==> config.mk <==
export PLATFORM = sky130hd
export DESIGN_NAME = avg_capture_sched_flat
export DESIGN_NICKNAME = d
export VERILOG_FILES = /design/src/rtl/avg_capture_sched_if.sv /design/src/rtl/avg_capture_sched.sv /design/src/flat_wrapper.sv
export SDC_FILE = /design/constraint.sdc
export NUM_CORES = 1
export LEC_CHECK = 0
export BUFFER_PORTS_ARGS = -buffer_cell sky130_fd_sc_hd__buf_2
export CORE_AREA = 2 2 125 91
export DETAILED_ROUTE_END_ITERATION = 7
export DIE_AREA = 0 0 127 93
export GPL_ROUTABILITY_DRIVEN = 0
export PLACE_DENSITY_LB_ADDON = 0.05
export SYNTH_ARGS = -nofsm -noshare
export SYNTH_HDL_FRONTEND = slang
export SYNTH_SLANG_ARGS = --single-unit
==> constraint.sdc <==
create_clock -name aclk -period 3.6 [get_ports aclk]
set_clock_uncertainty 0.2 [all_clocks]
set_input_delay 0.36 -clock aclk [delete_from_list [all_inputs] [get_ports aclk]]
set_output_delay 0.36 -clock aclk [all_outputs]
set_load 0.02 [all_outputs]
==> src/rtl/avg_capture_sched_if.sv <==
// avg_capture_sched_if
// AXI-Stream link from the capture scheduler to the averager core.
//   tdata  : sign-extended sample word
//   tvalid : word in tdata is valid
//   tready : sink accepts the word this cycle
//   tlast  : last sample of a trace
//   tuser  : channel id of the sample (0 = ch1, 1 = ch2)
// Handshake: a beat transfers on a rising clock edge where tvalid and tready
// are both 1. Once tvalid is 1, tdata/tlast/tuser stay stable until that
// transfer happens or the source is aborted/reset.
interface avg_capture_sched_if #(
  parameter int W = 32
);
  logic [W-1:0] tdata;
  logic         tvalid;
  logic         tready;
  logic         tlast;
  logic         tuser;

  modport master (output tdata, output tvalid, output tlast, output tuser, input tready);
  modport slave  (input tdata, input tvalid, input tlast, input tuser, output tready);
endinterface

==> src/rtl/avg_capture_sched.sv <==
// avg_capture_sched
// Capture scheduler in front of the averager. Selects one channel of the
// packed {ch2, ch1} ADC word per trace, arms on a trigger rising edge,
// captures cfg_samples sign-extended samples per trace and repeats for
// cfg_averages traces, streaming each sample out on AXI-Stream.
// Ports:
//   aclk, aresetn         : clock, synchronous active-low reset
//   adc_data, adc_valid   : packed ADC word {ch2, ch1} and its qualifier
//   trig_in               : level trigger, rising edge starts a trace
//   start, abort          : run control pulses (abort has priority)
//   cfg_mode              : 0/3 = ch1, 1 = ch2, 2 = alternate per trace
//   cfg_samples           : samples per trace
//   cfg_averages          : traces per run
//   m_axis                : sample stream (master side)
//   busy                  : run in progress (ARMED or CAPTURE)
//   done                  : one-cycle pulse at end of a run
//   overrun               : sticky, a sample was dropped under backpressure
//   trace_cnt             : completed traces in the current run
//   dbg_state             : current FSM state encoding
module avg_capture_sched #(
  parameter int ADC_DATA_WIDTH   = 16,
  parameter int AXIS_TDATA_WIDTH = 32,
  parameter int SAMPLE_CNT_WIDTH = 16,
  parameter int AVG_CNT_WIDTH    = 16
) (
  input  logic                        aclk,
  input  logic                        aresetn,
  input  logic [AXIS_TDATA_WIDTH-1:0] adc_data,
  input  logic                        adc_valid,
  input  logic                        trig_in,
  input  logic                        start,
  input  logic                        abort,
  input  logic [1:0]                  cfg_mode,
  input  logic [SAMPLE_CNT_WIDTH-1:0] cfg_samples,
  input  logic [AVG_CNT_WIDTH-1:0]    cfg_averages,
  avg_capture_sched_if.master         m_axis,
  output logic                        busy,
  output logic                        done,
  output logic                        overrun,
  output logic [AVG_CNT_WIDTH-1:0]    trace_cnt,
  output logic [1:0]                  dbg_state
);

  typedef enum logic [1:0] {
    S_IDLE    = 2'd0,
    S_ARMED   = 2'd1,
    S_CAPTURE = 2'd2,
    S_DONE    = 2'd3
  } state_t;

  localparam int EXT_W = AXIS_TDATA_WIDTH - ADC_DATA_WIDTH;

  state_t state, state_nx;

  logic                        trig_q;
  logic                        trig_edge;
  logic [1:0]                  mode_q;
  logic [SAMPLE_CNT_WIDTH-1:0] samples_q;
  logic [AVG_CNT_WIDTH-1:0]    averages_q;
  logic [SAMPLE_CNT_WIDTH-1:0] sample_cnt;
  logic [SAMPLE_CNT_WIDTH-1:0] sample_cnt_inc;
  logic [AVG_CNT_WIDTH-1:0]    trace_inc;

  logic                        start_ok;
  logic                        cfg_zero;
  logic                        accept;
  logic                        last_sample;
  logic                        sel_ch2;
  logic [ADC_DATA_WIDTH-1:0]   ch1;
  logic [ADC_DATA_WIDTH-1:0]   ch2;
  logic [AXIS_TDATA_WIDTH-1:0] sample_word;

  logic [AXIS_TDATA_WIDTH-1:0] out_data;
  logic                        out_valid;
  logic                        out_last;
  logic                        out_user;

  assign trig_edge      = trig_in & ~trig_q;
  assign sample_cnt_inc = sample_cnt + 1'b1;
  assign trace_inc      = trace_cnt + 1'b1;
  assign start_ok       = (state == S_IDLE) & start & ~abort;
  assign cfg_zero       = (cfg_samples == '0) | (cfg_averages == '0);
  assign accept         = (state == S_CAPTURE) & adc_valid & ~abort;
  assign last_sample    = accept & (sample_cnt_inc == samples_q);

  assign ch1 = adc_data[ADC_DATA_WIDTH-1:0];
  assign ch2 = adc_data[2*ADC_DATA_WIDTH-1:ADC_DATA_WIDTH];

  // Channel choice follows the trace index, so in alternate mode the
  // channel flips when trace_cnt advances at the end of each trace.
  always_comb begin
    sel_ch2 = 1'b0;
    case (mode_q)
      2'd1:    sel_ch2 = 1'b1;
      2'd2:    sel_ch2 = trace_cnt[0];
      default: sel_ch2 = 1'b0;
    endcase
  end

  assign sample_word = sel_ch2 ? {{EXT_W{ch2[ADC_DATA_WIDTH-1]}}, ch2}
                               : {{EXT_W{ch1[ADC_DATA_WIDTH-1]}}, ch1};

  // FSM state register
  always_ff @(posedge aclk) begin
    if (!aresetn) state <= S_IDLE;
    else          state <= state_nx;
  end

  // FSM next-state logic
  always_comb begin
    state_nx = state;
    if (abort) begin
      state_nx = S_IDLE;
    end else begin
      case (state)
        S_IDLE:    if (start) state_nx = cfg_zero ? S_DONE : S_ARMED;
        S_ARMED:   if (trig_edge) state_nx = S_CAPTURE;
        S_CAPTURE: if (last_sample) state_nx = (trace_inc == averages_q) ? S_DONE : S_ARMED;
        S_DONE:    state_nx = S_IDLE;
        default:   state_nx = S_IDLE;
      endcase
    end
  end

  // Datapath, counters, status and output register
  always_ff @(posedge aclk) begin
    if (!aresetn) begin
      trig_q     <= 1'b0;
      mode_q     <= '0;
      samples_q  <= '0;
      averages_q <= '0;
      sample_cnt <= '0;
      trace_cnt  <= '0;
      overrun    <= 1'b0;
      busy       <= 1'b0;
      done       <= 1'b0;
      out_data   <= '0;
      out_valid  <= 1'b0;
      out_last   <= 1'b0;
      out_user   <= 1'b0;
    end else begin
      trig_q <= trig_in;
      busy   <= (state_nx == S_ARMED) | (state_nx == S_CAPTURE);
      // done follows the DONE state by one cycle; abort suppresses it
      done   <= (state == S_DONE) & ~abort;

      if (start_ok) begin
        mode_q     <= cfg_mode;
        samples_q  <= cfg_samples;
        averages_q <= cfg_averages;
        sample_cnt <= '0;
        trace_cnt  <= '0;
        overrun    <= 1'b0;
      end

      // Dropped samples still count toward the trace length.
      if (accept) begin
        sample_cnt <= last_sample ? '0 : sample_cnt_inc;
        if (last_sample) trace_cnt <= trace_inc;
      end

      if (abort) begin
        out_valid <= 1'b0;
      end else if (accept) begin
        if (!out_valid || m_axis.tready) begin
          out_data  <= sample_word;
          out_last  <= last_sample;
          out_user  <= sel_ch2;
          out_valid <= 1'b1;
        end else begin
          // Held word keeps its own tlast; the new sample is lost.
          overrun <= 1'b1;
        end
      end else if (out_valid && m_axis.tready) begin
        out_valid <= 1'b0;
      end
    end
  end

  assign m_axis.tdata  = out_data;
  assign m_axis.tvalid = out_valid;
  assign m_axis.tlast  = out_last;
  assign m_axis.tuser  = out_user;
  assign dbg_state     = state;

endmodule

==> src/flat_wrapper.sv <==
// flat-port wrapper written by rule: the top's interface ports become plain ports
module avg_capture_sched_flat 
#(
  parameter int ADC_DATA_WIDTH   = 16,
  parameter int AXIS_TDATA_WIDTH = 32,
  parameter int SAMPLE_CNT_WIDTH = 16,
  parameter int AVG_CNT_WIDTH    = 16
)
  (aclk, aresetn, adc_data, adc_valid, trig_in, start, abort, cfg_mode, cfg_samples, cfg_averages, busy, done, overrun, trace_cnt, dbg_state, m_axis_tdata, m_axis_tvalid, m_axis_tlast, m_axis_tuser, m_axis_tready);
  avg_capture_sched_if #(.W(32)) m_axis_i ();
  input  logic aclk;
  input  logic aresetn;
  input  logic [AXIS_TDATA_WIDTH-1:0] adc_data;
  input  logic adc_valid;
  input  logic trig_in;
  input  logic start;
  input  logic abort;
  input  logic [1:0] cfg_mode;
  input  logic [SAMPLE_CNT_WIDTH-1:0] cfg_samples;
  input  logic [AVG_CNT_WIDTH-1:0] cfg_averages;
  output logic busy;
  output logic done;
  output logic overrun;
  output logic [AVG_CNT_WIDTH-1:0] trace_cnt;
  output logic [1:0] dbg_state;
  output wire logic [$bits(m_axis_i.tdata)-1:0] m_axis_tdata;
  output wire logic [$bits(m_axis_i.tvalid)-1:0] m_axis_tvalid;
  output wire logic [$bits(m_axis_i.tlast)-1:0] m_axis_tlast;
  output wire logic [$bits(m_axis_i.tuser)-1:0] m_axis_tuser;
  input wire logic [$bits(m_axis_i.tready)-1:0] m_axis_tready;
  assign m_axis_tdata = m_axis_i.tdata;
  assign m_axis_tvalid = m_axis_i.tvalid;
  assign m_axis_tlast = m_axis_i.tlast;
  assign m_axis_tuser = m_axis_i.tuser;
  assign m_axis_i.tready = m_axis_tready;
  avg_capture_sched #(.ADC_DATA_WIDTH(ADC_DATA_WIDTH), .AXIS_TDATA_WIDTH(AXIS_TDATA_WIDTH), .SAMPLE_CNT_WIDTH(SAMPLE_CNT_WIDTH), .AVG_CNT_WIDTH(AVG_CNT_WIDTH)) u_core (.aclk(aclk), .aresetn(aresetn), .adc_data(adc_data), .adc_valid(adc_valid), .trig_in(trig_in), .start(start), .abort(abort), .cfg_mode(cfg_mode), .cfg_samples(cfg_samples), .cfg_averages(cfg_averages), .m_axis(m_axis_i), .busy(busy), .done(done), .overrun(overrun), .trace_cnt(trace_cnt), .dbg_state(dbg_state));
endmodule
== Word-level counts from Yosys, hierarchy flattened ==
Cells that the tools add are included.

* Bits in latches: 0
* Register bits after elaboration: 107
* Output and inout port bits: 56
* Memory bits (writable): 0
* Memories kept: 0
* ROM bits: 0

* Equality and inequality tests: 10
* Mux-type cells: 22
* Shifts and indexed selects: 0
* Divide/modulo/power cells: 0
* Bitwise gates (word level): 12
* Multiply operators: 0
* Add/subtract/negate cells: 2
* Order comparisons: 0
* Reductions and logical operators: 11

{| class="wikitable"
|+ Operator list
! cell !! number
|-
| 2-to-1 mux 16 bit || 6
|-
| adder 16 x 1 -> 16 bit (second input constant) || 2
|-
| equality test 16 bit || 2
|-
| zero test 16 bit || 2
|-
| 2-to-1 mux 32 bit || 1
|-
| 2-to-1 mux 2 bit || 6
|-
| equality test 2 bit (second input constant) || 4
|-
| case mux 2 bit (4 select lines) || 1
|-
| bitwise AND 1 bit || 7
|-
| 2-to-1 mux 1 bit || 7
|-
| equality test 2 x 1 -> 1 bit (second input constant) || 3
|-
| nonzero test 2 bit || 2
|-
| inverter 1 bit || 3
|-
| AND reduction 3 bit || 1
|-
| zero test 2 bit || 1
|-
| != test 2 bit (second input constant) || 1
|-
| OR 1 bit || 2
|-
| case mux 1 bit (2 select lines) || 1
|-
| AND reduction 2 bit || 1
|-
| OR reduction 2 bit || 1
|-
| logical AND 1 bit || 1
|-
| zero test 1 bit || 1
|-
| logical OR 1 bit || 1
|}

== Longest topological paths before layout ==
Gate-level depths: netlist (run 1).

* Depth after elaboration: 9
* Mapped depth: 10
* Mapped depth without buffers: 8

== Least setup slack after synthesis (run 1) ==
Ideal clock, no wire load.

* Path kind: register to register
* Start point: register u_core.sample_cnt[0]
* End point: register u_core.sample_cnt[12]
* Data arrival time: 2.454 ns
* Setup slack: 0.821 ns
* Cell stages (with the launch flop): 11
* Path through: dfxtp_1 ha_1 nand3_2 buf_2 nor4_2 xor2_1 a211oi_1 o2111ai_2 buf_2 a31oi_1 o22ai_1

* Cells in the longest elaborated chain, start to end: 5

{| class="wikitable"
|+ Ends and longest elaborated chain
! item !! line !! RTL
|-
| start: declaration || avg_capture_sched.sv:60 || <nowiki>logic [SAMPLE_CNT_WIDTH-1:0] sample_cnt;</nowiki>
|-
| start signal: assignment || avg_capture_sched.sv:158 || <nowiki>sample_cnt <= last_sample ? '0 : sample_cnt_inc;</nowiki>
|-
| adder 16 x 1 -> 16 bit (*) || avg_capture_sched.sv:79 || <nowiki>assign sample_cnt_inc = sample_cnt + 1'b1;</nowiki>
|-
| equality test 16 bit || avg_capture_sched.sv:84 || <nowiki>assign last_sample = accept & (sample_cnt_inc == samples_q);</nowiki>
|-
| bitwise AND 1 bit || avg_capture_sched.sv:84 ||
|-
| 2-to-1 mux 16 bit (*) || avg_capture_sched.sv:158 ||
|-
| 2-to-1 mux 16 bit (*) || avg_capture_sched.sv:157 || <nowiki>if (accept) begin</nowiki>
|}

Mark *: on every way between the ends. The rest lies on a longest branch, timed or not.
A chain may end at the register's enable or synchronous reset.

== Worst setup path in the final report (run 1) ==
* Start point: register u_core.sample_cnt[0]
* End point: register u_core.sample_cnt[11]

Same word-level chain as after synthesis.

==> results of run 1 <==
## final cells by class
cell class / count / area, sq um
Multi-Input combinational cell: 474 / 2990
Sequential cell: 91 / 1820
Tap cell: 136 / 170
Clock buffer: 12 / 256
Inverter: 17 / 63.8
Fill cell: 1006 / 4600
Timing Repair Buffer: 139 / 723
Clock inverter: 4 / 33.8
## cells by family (layout without fill, tap and decap cells)
family | Yosys count | in the layout | share of synthesized area [%]
XOR/XNOR | 45 | 45 | 7.61
AND/OR/NAND/NOR | 259 | 259 | 26.4
buffers and inverters | 79 | 172 | 7.42
multiplexers | 18 | 18 | 3.48
adder cells (fa/ha/maj) | 4 | 4 | 0.966
AO/OA/AOI/OAI | 148 | 148 | 19.0
flip-flops | 91 | 91 | 35.2
## sequential cells by signal (all words and copies together) (netlist names), 2 cells and up
signal               flops
u_core.m_axis.tdata     16
u_core.trace_cnt        16
u_core.mode_q            2
u_core.sample_cnt       16
u_core.dbg_state         2
u_core.samples_q        16
u_core.averages_q       16
## per-stage QoR
| stage | std cells | hold slack [ns] |
|---|---|---|
| 5_1_grt | 873 | 0.0315 |
| 6_report | 873 | 0.0356 |
| 3_5_place_dp | 857 | 0.262 |
| 2_1_floorplan | 644 | 0.248 |
| 4_1_cts | 873 | 0.0337 |
| 3_3_place_gp | 857 | 0.259 |
## worst register-to-register path: cells and delay by family (launching register included)
kind                     cells  cell delay (ns)
AO/OA/AOI/OAI                5             1.27
adder cells (fa/ha/maj)      1             0.34
buffers and inverters        1             0.32
flip-flops                   1             0.44
AND/OR/NAND/NOR              2             0.56
## metal layers
layer  up-vias  global-route usage (%)  share of wire [%]
li1       2461                       -                  -
met1      2374                    37.2                 50
met2       203                    35.3                 41
met3        15                    6.58                8.8
met4         0                    6.14                1.0
met5         -                       0                  0
## cells in the mapped netlist (all sizes together), types with 10 or more instances
master / count / area share (%)
nand2: 99 / 7.3
dfxtp: 91 / 35
a21oi: 56 / 5.4
nor2: 39 / 2.9
buf: 34 / 4.2
nand3: 29 / 3.1
xnor2: 29 / 4.9
clkbuf: 28 / 2.0
a211oi: 20 / 3.0
mux2i: 18 / 3.5
inv: 17 / 1.2
xor2: 16 / 2.7
nand4: 15 / 2.1
nor4: 15 / 2.6
a21o: 14 / 2.0
nor3: 13 / 1.5
or3: 13 / 1.6
a31oi: 10 / 1.2
## worst min-delay path by stage
| stage | depth (start not counted) | startpoint | end |
|---|---|---|---|
| finish | 2 | trig_in | u_core.trig_q |
| global route | 2 | trig_in | u_core.trig_q |
| CTS | 2 | trig_in | u_core.trig_q |
| detailed placement | 2 | u_core.samples_q[3] | u_core.samples_q[3] |
| global placement | 2 | u_core.averages_q[12] | u_core.averages_q[12] |
| floorplan | 2 | u_core.averages_q[0] | u_core.averages_q[0] |
## power by group through the flow
stage | combinational (mW) | sequential [mW] | clock (mW)
floorplan | 0.116 | 1.06 | 0
global placement | 0.190 | 1.07 | 0
detailed placement | 0.194 | 1.07 | 0
CTS | 0.194 | 1.05 | 0.943
global route | 0.217 | 1.05 | 0.986
finish | 0.195 | 1.05 | 0.925
==> qor.csv, run 1 <==
stage;metric;value;unit
final_layout;post-route cell area;0.00605;sq mm
power;Psw;0.546;mW
sta;# setup viols final;0;
worst_setup_path;Worst Setup Start Kind;register;
die;core footprint;0.0107;sq mm
run_status;status;finished, final reports clean;
sta;unrepaired setup endpoints after global routing;no;
final_layout;most frequent cells in the layout;buf_2 (128), nand2_1 (97), dfxtp_1 (91);
synthesis;mapped cell area;0.00518;sq mm
die;initial core utilization;48.6;%
drt;drt via density;5.79;
power;PD cells;358;mW/mm^2
worst_setup_path;crit path from;u_core.sample_cnt[0];
final_layout;Core Util, Final;56.8;%
final_layout;Layout area overhead;16.9;%
synthesis;Yosys Warn Count;0;
clocking;CTS tree;done;
grt;largest net degree at the start of global routing;52;
grt;vias in the first global route;4519;
clocking;Reg clk slew, reported paths;0.07;ns
power;sequential power share;48.3;%
worst_setup_path;capturing point of the worst reg2reg path;u_core.sample_cnt[11];
die;die height;93;microns
sta;fmax;0.309;GHz
drt;wire length per cell;16.7;microns
sta;worst setup margin;0.367;ns
clocking;Post-CTS Resized;0;
final_layout;commonest non-fill, non-tap cell in the layout;buf_2;
worst_hold_path;worst min path class;input pin to register;
worst_setup_path;worst path bufs/invs;1;
drt;via count of the routed design;5053;
synthesis;Mapped Cells;644;
clocking;CTS Buf Count;9;
synthesis;asr flop ratio synth;0;%
worst_setup_path;Worst Path Max Fanout;23;
grt;global route overflow;0;
grt;Tot GR Track Use;24.9;%
worst_setup_path;Setup crit end;u_core.sample_cnt[11];
worst_setup_path;CP max-delay cell;dfxtp_1;
die;chip width;127;microns
place;Place WS;0.448;ns
drt;antenna-violating nets left;0;
synthesis;Syn Area/Cell;8.04;sq um
power;Net Sw Frac;25.2;%
synthesis;synth unique cells;68;
worst_setup_path;Worst R2R Setup Slack;0.37;ns
drt;Routed Wire Length;14600;microns
synthesis;Top FF cell, synth;dfxtp_1;
drt;DR DRC count;0;
power;Power, Total;2.17;mW
clocking;postcts setup bufs;0;
worst_setup_path;critical path's largest stage delay;0.44;ns
worst_setup_path;CP endpoint kind;register;
worst_setup_path;crit path cell chain;ha_1 > nand3_2 > o221a_2 > a311oi_1 > a211oi_1 > o2111ai_2 > buf_4 > nand2_2 > o41ai_1;
final_layout;number of diodes;0;
worst_setup_path;Worst EP arrival;3.28;ns
synthesis;Seq/Total Area, Yosys;35.2;%
die;num rows;32;
worst_setup_path;critical path depth;9;
clocking;Clock Path Buffers;2;
power;Pint;1.62;mW
power;Leak Pwr;2.38;nW
clocking;Post-CTS Hold Buffers;0;
clocking;root buffer cell;clkbuf_16;
sta;final worst-path cycle share;89.8;%
sta;final worst path period need;3.23;ns
sta;Worst-Margin Slew;1.06;ns
final_layout;final net count;809;
synthesis;Post-synth EDFFs;0;
place;DP Area;0.00576;sq mm
power;Gate power share;9.0;%
worst_setup_path;critical path class;register to register;
final_layout;share of cells above drive strength 1;23.6;%
sta;fin. max-slew vios;0;
worst_setup_path;WP data required;3.65;ns
power;Clock power frac;42.7;%
worst_setup_path;delay-heaviest family, CP;compound AO/OA/AOI/OAI gates;
clocking;H-tree lvl count;3;
flow_run;Max-Cap Viols;0;
die;die area;0.0118;sq mm
power;VDD IR max;0.278;mV
grt;initial antenna violation count;0;
synthesis;synthesized flop and latch total;91;
clocking;Worst-Skew Late Latency;0.35;ns
worst_setup_path;origin of the critical flop-to-flop path;u_core.sample_cnt[0];
worst_setup_path;R2R cell count;9;
place;post-DP HPWL;10700;microns
drt;1st-iter DRT viols;458;
synthesis;Synth Net Count;721;
sta;Max-slew headroom;29.4;%
place;PortBufs;128;
die;Ports;129;
sta;Setup TNS;0;ns
sta;hold violation count in the final report;0;
grt;global-route wire length before repair;23400;microns
clocking;clk sinks;91;
drt;Pre-antenna DRT Iters;5;
Power figures use the tool's default switching activity.
==> run 2: changes to the inputs <==
- PLACE_DENSITY: default -> 0.76
- PLACE_DENSITY_LB_ADDON: 0.05 -> default
==> run 2 against run 1 <==
Net effect: total power up 2.7%; count of clock-buffer cells in the layout did not move; clock power grew 6.3%; first-iteration DRC count increased by 16%; critical path type unchanged.
==> qor.csv, run 2 (same netlist as run 1, synthesis figures left out) <==
stage;metric;value;unit;change
clocking;clk sinks;91;;unchanged
drt;Pre-antenna DRT Iters;6;;+1
clocking;CTS tree;done;;
final_layout;most frequent cells in the layout;buf_2 (128), nand2_1 (97), dfxtp_1 (91);;
final_layout;commonest non-fill, non-tap cell in the layout;buf_2;;
worst_setup_path;CP max-delay cell;nor4_2;;
drt;DR DRC count;0;;unchanged
clocking;Clock Path Buffers;2;;unchanged
sta;fmax;0.302;GHz;-2.4%
grt;Tot GR Track Use;25.1;%;+0.20 points
clocking;H-tree lvl count;3;;unchanged
drt;via count of the routed design;5264;;+4.2%
place;post-DP HPWL;10900;microns;+1.6%
grt;vias in the first global route;4794;;+6.1%
final_layout;Layout area overhead;17.5;%;
worst_setup_path;crit path cell chain;ha_1 > nand3_4 > nor4_2 > xor2_1 > a211oi_1 > o2111ai_2 > buf_4 > nand2_2 > o21ai_0;;
clocking;Reg clk slew, reported paths;0.06;ns;about the same
worst_setup_path;CP endpoint kind;register;;
die;core footprint;0.0107;sq mm;unchanged
grt;initial antenna violation count;0;;unchanged
die;Ports;129;;unchanged
worst_setup_path;critical path's largest stage delay;0.58;ns;+0.14 ns
power;PD cells;366;mW/mm^2;+2.1%
run_status;status;finished, final reports clean;;
clocking;postcts setup bufs;0;;unchanged
die;chip width;127;microns;unchanged
grt;global route overflow;0;;unchanged
die;num rows;32;;unchanged
sta;Setup TNS;0;ns;unchanged
drt;wire length per cell;16.9;microns;+1.3%
place;PortBufs;128;;unchanged
final_layout;Register Area;0.00182;sq mm;unchanged
place;dpl cells;857;;unchanged
clocking;Worst-Skew Late Latency;0.35;ns;about the same
final_layout;Finished Layout Cells;873;;unchanged
grt;global-route wire length before repair;23600;microns;+1.2%
power;VDD IR max;0.276;mV;-0.68%
clocking;root buffer cell;clkbuf_16;;
power;Power, Total;2.23;mW;+2.7%
sta;Worst-Margin Slew;1.04;ns;-0.0139 ns
clocking;Post-CTS Resized;0;;unchanged
sta;worst hold margin;0.0312;ns;-0.00448 ns
worst_setup_path;Worst EP arrival;3.32;ns;+0.04 ns
sta;unrepaired setup endpoints after global routing;no;;
worst_setup_path;WP data required;3.61;ns;-0.04 ns
sta;hold violation count in the final report;0;;unchanged
drt;Routed Wire Length;14800;microns;+1.3%
sta;# setup viols final;0;;unchanged
final_layout;share of cells above drive strength 1;23.7;%;+0.14 points
worst_hold_path;worst min path class;input pin to register;;
drt;drt via density;6.03;;+4.2%
die;die height;93;microns;unchanged
final_layout;# fillers;943;;-6.3%
final_layout;final net count;809;;unchanged
grt;largest net degree at the start of global routing;42;;-19%
drt;1st-iter DRT viols;531;;+16%
worst_setup_path;critical path class;register to register;;
final_layout;number of diodes;0;;unchanged
clocking;CTS Buf Count;9;;unchanged
worst_setup_path;Worst Setup Start Kind;register;;
sta;final worst-path cycle share;92.0;%;+2.2 points
sta;fin. max-slew vios;0;;unchanged
die;die area;0.0118;sq mm;unchanged
drt;antenna-violating nets left;0;;unchanged
sta;final worst path period need;3.31;ns;+0.0789 ns
worst_setup_path;Worst Path Max Fanout;13;;-43%
sta;Max-slew headroom;30.4;%;+0.93 points
final_layout;area of the multi-input gates;0.00299;sq mm;+0.25%
die;initial core utilization;48.6;%;unchanged
power;Leak Pwr;2.39;nW;+0.59%
flow_run;Max-Cap Viols;0;;unchanged
clocking;Post-CTS Hold Buffers;0;;unchanged
-- run 2: changes by cell type in the layout (fill, tap and decap cells not counted) --
cell       before  now
bufinv_16       0    1
clkbuf_1        1    0
clkbuf_8        2    3
clkinv_2        0    2
clkinv_4        2    0
inv_6           1    0
nand3_2         1    0
nand3_4         1    2
-- run 2: worst max-delay path, delay by kind of cell (launching register included) --
| family | cells | cell delay, ns |
|---|---|---|
| DFF | 1 | 0.44 |
| xor gates and xnor gates | 1 | 0.12 |
| AOI/OAI and AO/OA | 3 | 0.78 |
| buffers and inverters | 1 | 0.25 |
| and+or+nand+nor | 3 | 1.02 |
| adders and majority gates | 1 | 0.35 |
-- run 2: routing by layer --
| layer | global-route usage [%] | up-vias | wire (microns) |
|---|---|---|---|
| li1 | - | 2479 | - |
| met1 | 33.4 | 2455 | 6450 |
| met2 | 39.5 | 291 | 6470 |
| met3 | 6.86 | 39 | 1460 |
| met4 | 8.42 | 0 | 380 |
| met5 | 0 | - | 0 |
-- run 2: final cells by class --
| cell class | count | share of cell area [%] |
|---|---|---|
| multi-input cells | 474 | 49.2 |
| flip-flops and latches | 91 | 29.9 |
| repair buffers | 139 | 11.9 |
| clock buffers | 12 | 4.38 |
| well taps | 136 | 2.80 |
| inverters | 17 | 1.05 |
| clock inverters | 4 | 0.781 |
-- run 2: per-stage QoR --
stage	setup slack [ns]	instance area [sq um]	util, %
floorplan	0.821	5180	-
global placement	0.467	5760	54.1
detailed placement	0.288	5760	54.1
CTS	0.250	6080	57.1
global route	0.109	6090	57.1
finish	0.288	6090	57.1
-- run 2: worst paths after layout --
path / start / to / slack, ns / depth (start not counted)
setup / recovery: u_core.sample_cnt[0] / u_core.sample_cnt[3] / 0.29 / 9
hold / removal: trig_in / u_core.trig_q / 0.03 / 2
setup reg to reg: u_core.sample_cnt[0] / u_core.sample_cnt[3] / 0.29 / 9
hold reg to reg: u_core.averages_q[1] / u_core.averages_q[1] / 0.27 / 2
-- run 2: power breakdown --
| part | switching [mW] | internal [mW] | leakage [nW] | total (mW) |
|---|---|---|---|---|
| Sequential | 0.0181 | 1.03 | 0.737 | 1.05 |
| Clock | 0.390 | 0.592 | 0.155 | 0.983 |
| Combinational | 0.114 | 0.0824 | 1.50 | 0.197 |
==> run 3: changes to the inputs <==
- RECOVER_POWER: default -> 25
==> run 3 against run 2 <==
Net effect: die area is the same; critical path type unchanged; first-iteration DRC count grew 8.5%; clock power is essentially flat; fmax grew 1.3%; sequential cell count is the same; global-route usage is the same; setup slack gained 0.044 ns; worst hold slack is essentially flat.
==> qor.csv, run 3 (same netlist as run 1, synthesis figures left out) <==
stage;metric;value;unit;change
run_status;status;finished, final reports clean;;
worst_setup_path;CP endpoint kind;register;;
grt;largest net degree at the start of global routing;42;;unchanged
power;Gate power share;8.8;%;about the same
power;Net Sw Frac;23.6;%;+0.063 points
place;PortBufs;128;;unchanged
clocking;CTS Buf Count;9;;unchanged
drt;via count of the routed design;5264;;unchanged
worst_setup_path;Worst Setup Start Kind;register;;
drt;Routed Wire Length;14700;microns;-0.28%
clocking;Reg clk slew, reported paths;0.06;ns;about the same
drt;DR DRC count;0;;unchanged
clocking;H-tree lvl count;3;;unchanged
die;Ports;129;;unchanged
power;sequential power share;47.0;%;about the same
worst_setup_path;critical path class;register to register;;
flow_run;Max-Cap Viols;0;;unchanged
grt;global route overflow;0;;unchanged
grt;initial antenna violation count;0;;unchanged
clocking;Clock Path Buffers;2;;unchanged
clocking;Post-CTS Hold Buffers;0;;unchanged
power;Psw;0.525;mW;+0.32%
sta;final worst-path cycle share;90.8;%;-1.2 points
final_layout;final net count;809;;unchanged
worst_setup_path;Worst R2R Setup Slack;0.33;ns;+0.04 ns
die;die height;93;microns;unchanged
die;core footprint;0.0107;sq mm;unchanged
sta;# setup viols final;0;;unchanged
final_layout;number of diodes;0;;unchanged
final_layout;most frequent cells in the layout;nand2_1 (97), buf_2 (94), dfxtp_1 (91);;
power;Clock power frac;44.2;%;about the same
sta;final worst path period need;3.27;ns;-0.0439 ns
power;VDD IR max;0.276;mV;-0.15%
worst_hold_path;Hold Startpoint;trig_in;;
sta;unrepaired setup endpoints after global routing;no;;
grt;vias in the first global route;4794;;unchanged
final_layout;post-route cell area;0.00604;sq mm;-0.70%
sta;fin. max-slew vios;0;;unchanged
clocking;CTS tree;done;;
worst_setup_path;crit path from;u_core.sample_cnt[0];;
sta;Max-slew headroom;30.4;%;about the same
drt;Pre-antenna DRT Iters;7;;+1
grt;global-route wire length before repair;23600;microns;unchanged
worst_hold_path;worst min path class;input pin to register;;
power;Pint;1.70;mW;about the same
die;num rows;32;;unchanged
power;Leak Pwr;2.24;nW;-6.2%
place;post-DP HPWL;10900;microns;unchanged
clocking;root buffer cell;clkbuf_16;;
clocking;clk sinks;91;;unchanged
place;Place WS;0.288;ns;unchanged
final_layout;Layout area overhead;16.7;%;
drt;wire length per cell;16.9;microns;-0.28%
sta;Worst-Margin Slew;1.04;ns;+0.0000192 ns
sta;fmax;0.306;GHz;+1.3%
sta;worst setup margin;0.332;ns;+0.0439 ns
power;PD cells;368;mW/mm^2;+0.75%
sta;Setup TNS;0;ns;unchanged
drt;drt via density;6.03;;unchanged
worst_setup_path;Worst EP arrival;3.31;ns;about the same
die;die area;0.0118;sq mm;unchanged
final_layout;share of cells above drive strength 1;19.1;%;-4.6 points
drt;antenna-violating nets left;0;;unchanged
clocking;Worst-Skew Late Latency;0.35;ns;about the same
sta;hold violation count in the final report;0;;unchanged
die;initial core utilization;48.6;%;unchanged
final_layout;commonest non-fill, non-tap cell in the layout;nand2_1;;
worst_setup_path;Worst Path Max Fanout;15;;+2
place;DP Area;0.00576;sq mm;unchanged
grt;Tot GR Track Use;25.1;%;unchanged
worst_setup_path;origin of the critical flop-to-flop path;u_core.sample_cnt[0];;
worst_setup_path;WP data required;3.65;ns;+0.04 ns
drt;1st-iter DRT viols;576;;+8.5%
die;chip width;127;microns;unchanged
run 3: cell count changes in the layout (fill, tap and decap cells not counted):
cell	before	now
clkbuf_1	0	34
buf_2	128	94
run 3: cell type report:
cell class / instances / area (sq um)
fill: 963 / 4610
multi-input combinational: 474 / 2990
sequential: 91 / 1820
timing repair buffer: 139 / 681
clock buffer: 12 / 267
tap: 136 / 170
inverter: 17 / 63.8
clock inverter: 4 / 47.5
run 3: final timing paths:
| path | to | depth (start not counted) |
|---|---|---|
| setup reg to reg | u_core.trace_cnt[13] | 8 |
| hold / removal | u_core.trig_q | 2 |
| hold reg to reg | u_core.averages_q[1] | 2 |
| setup / recovery | u_core.trace_cnt[13] | 8 |
run 3: routing by layer:
metal	track usage (%)	routed length [microns]	share of wire, %	vias to the layer above
met5	0	0	0	-
met4	8.42	386	2.6	0
met3	6.86	1420	9.6	43
met2	39.5	6420	44	319
met1	33.4	6500	44	2429
li1	-	-	-	2473
run 3: repair_timing:
| item | 4_1_cts | 5_1_grt |
|---|---|---|
| setup buffers | 0 | 0 |
| endpoints found under the setup margin | 0 | 2 |
| gates resized for setup | 0 | 1 |
run 3: critical path, cell delays in order, from the launching register on:
cell and delay, ns:
dfxtp_1 0.44, ha_1 0.36, nand3_4 0.23, nor4_4 0.43
o311ai_1 0.13, or3b_4 0.44, nor4_4 0.47, nor2_2 0.24
a21o_1 0.23
run 3: power groups by stage:
stage	combinational, mW	sequential [mW]	clock [mW]
2_1_floorplan	0.116	1.06	0
3_3_place_gp	0.188	1.07	0
3_5_place_dp	0.193	1.07	0
4_1_cts	0.194	1.05	0.998
5_1_grt	0.216	1.05	1.03
6_report	0.195	1.05	0.985
run 3: through the flow:
stage	power [mW]	hold slack [ns]	util, %	std cells
CTS	2.24	0.0254	57.1	873
floorplan	1.18	0.248	-	644
detailed placement	1.26	0.261	54.1	857
global placement	1.26	0.258	54.1	857
global route	2.30	0.0441	56.7	873
finish	2.23	0.0311	56.7	873
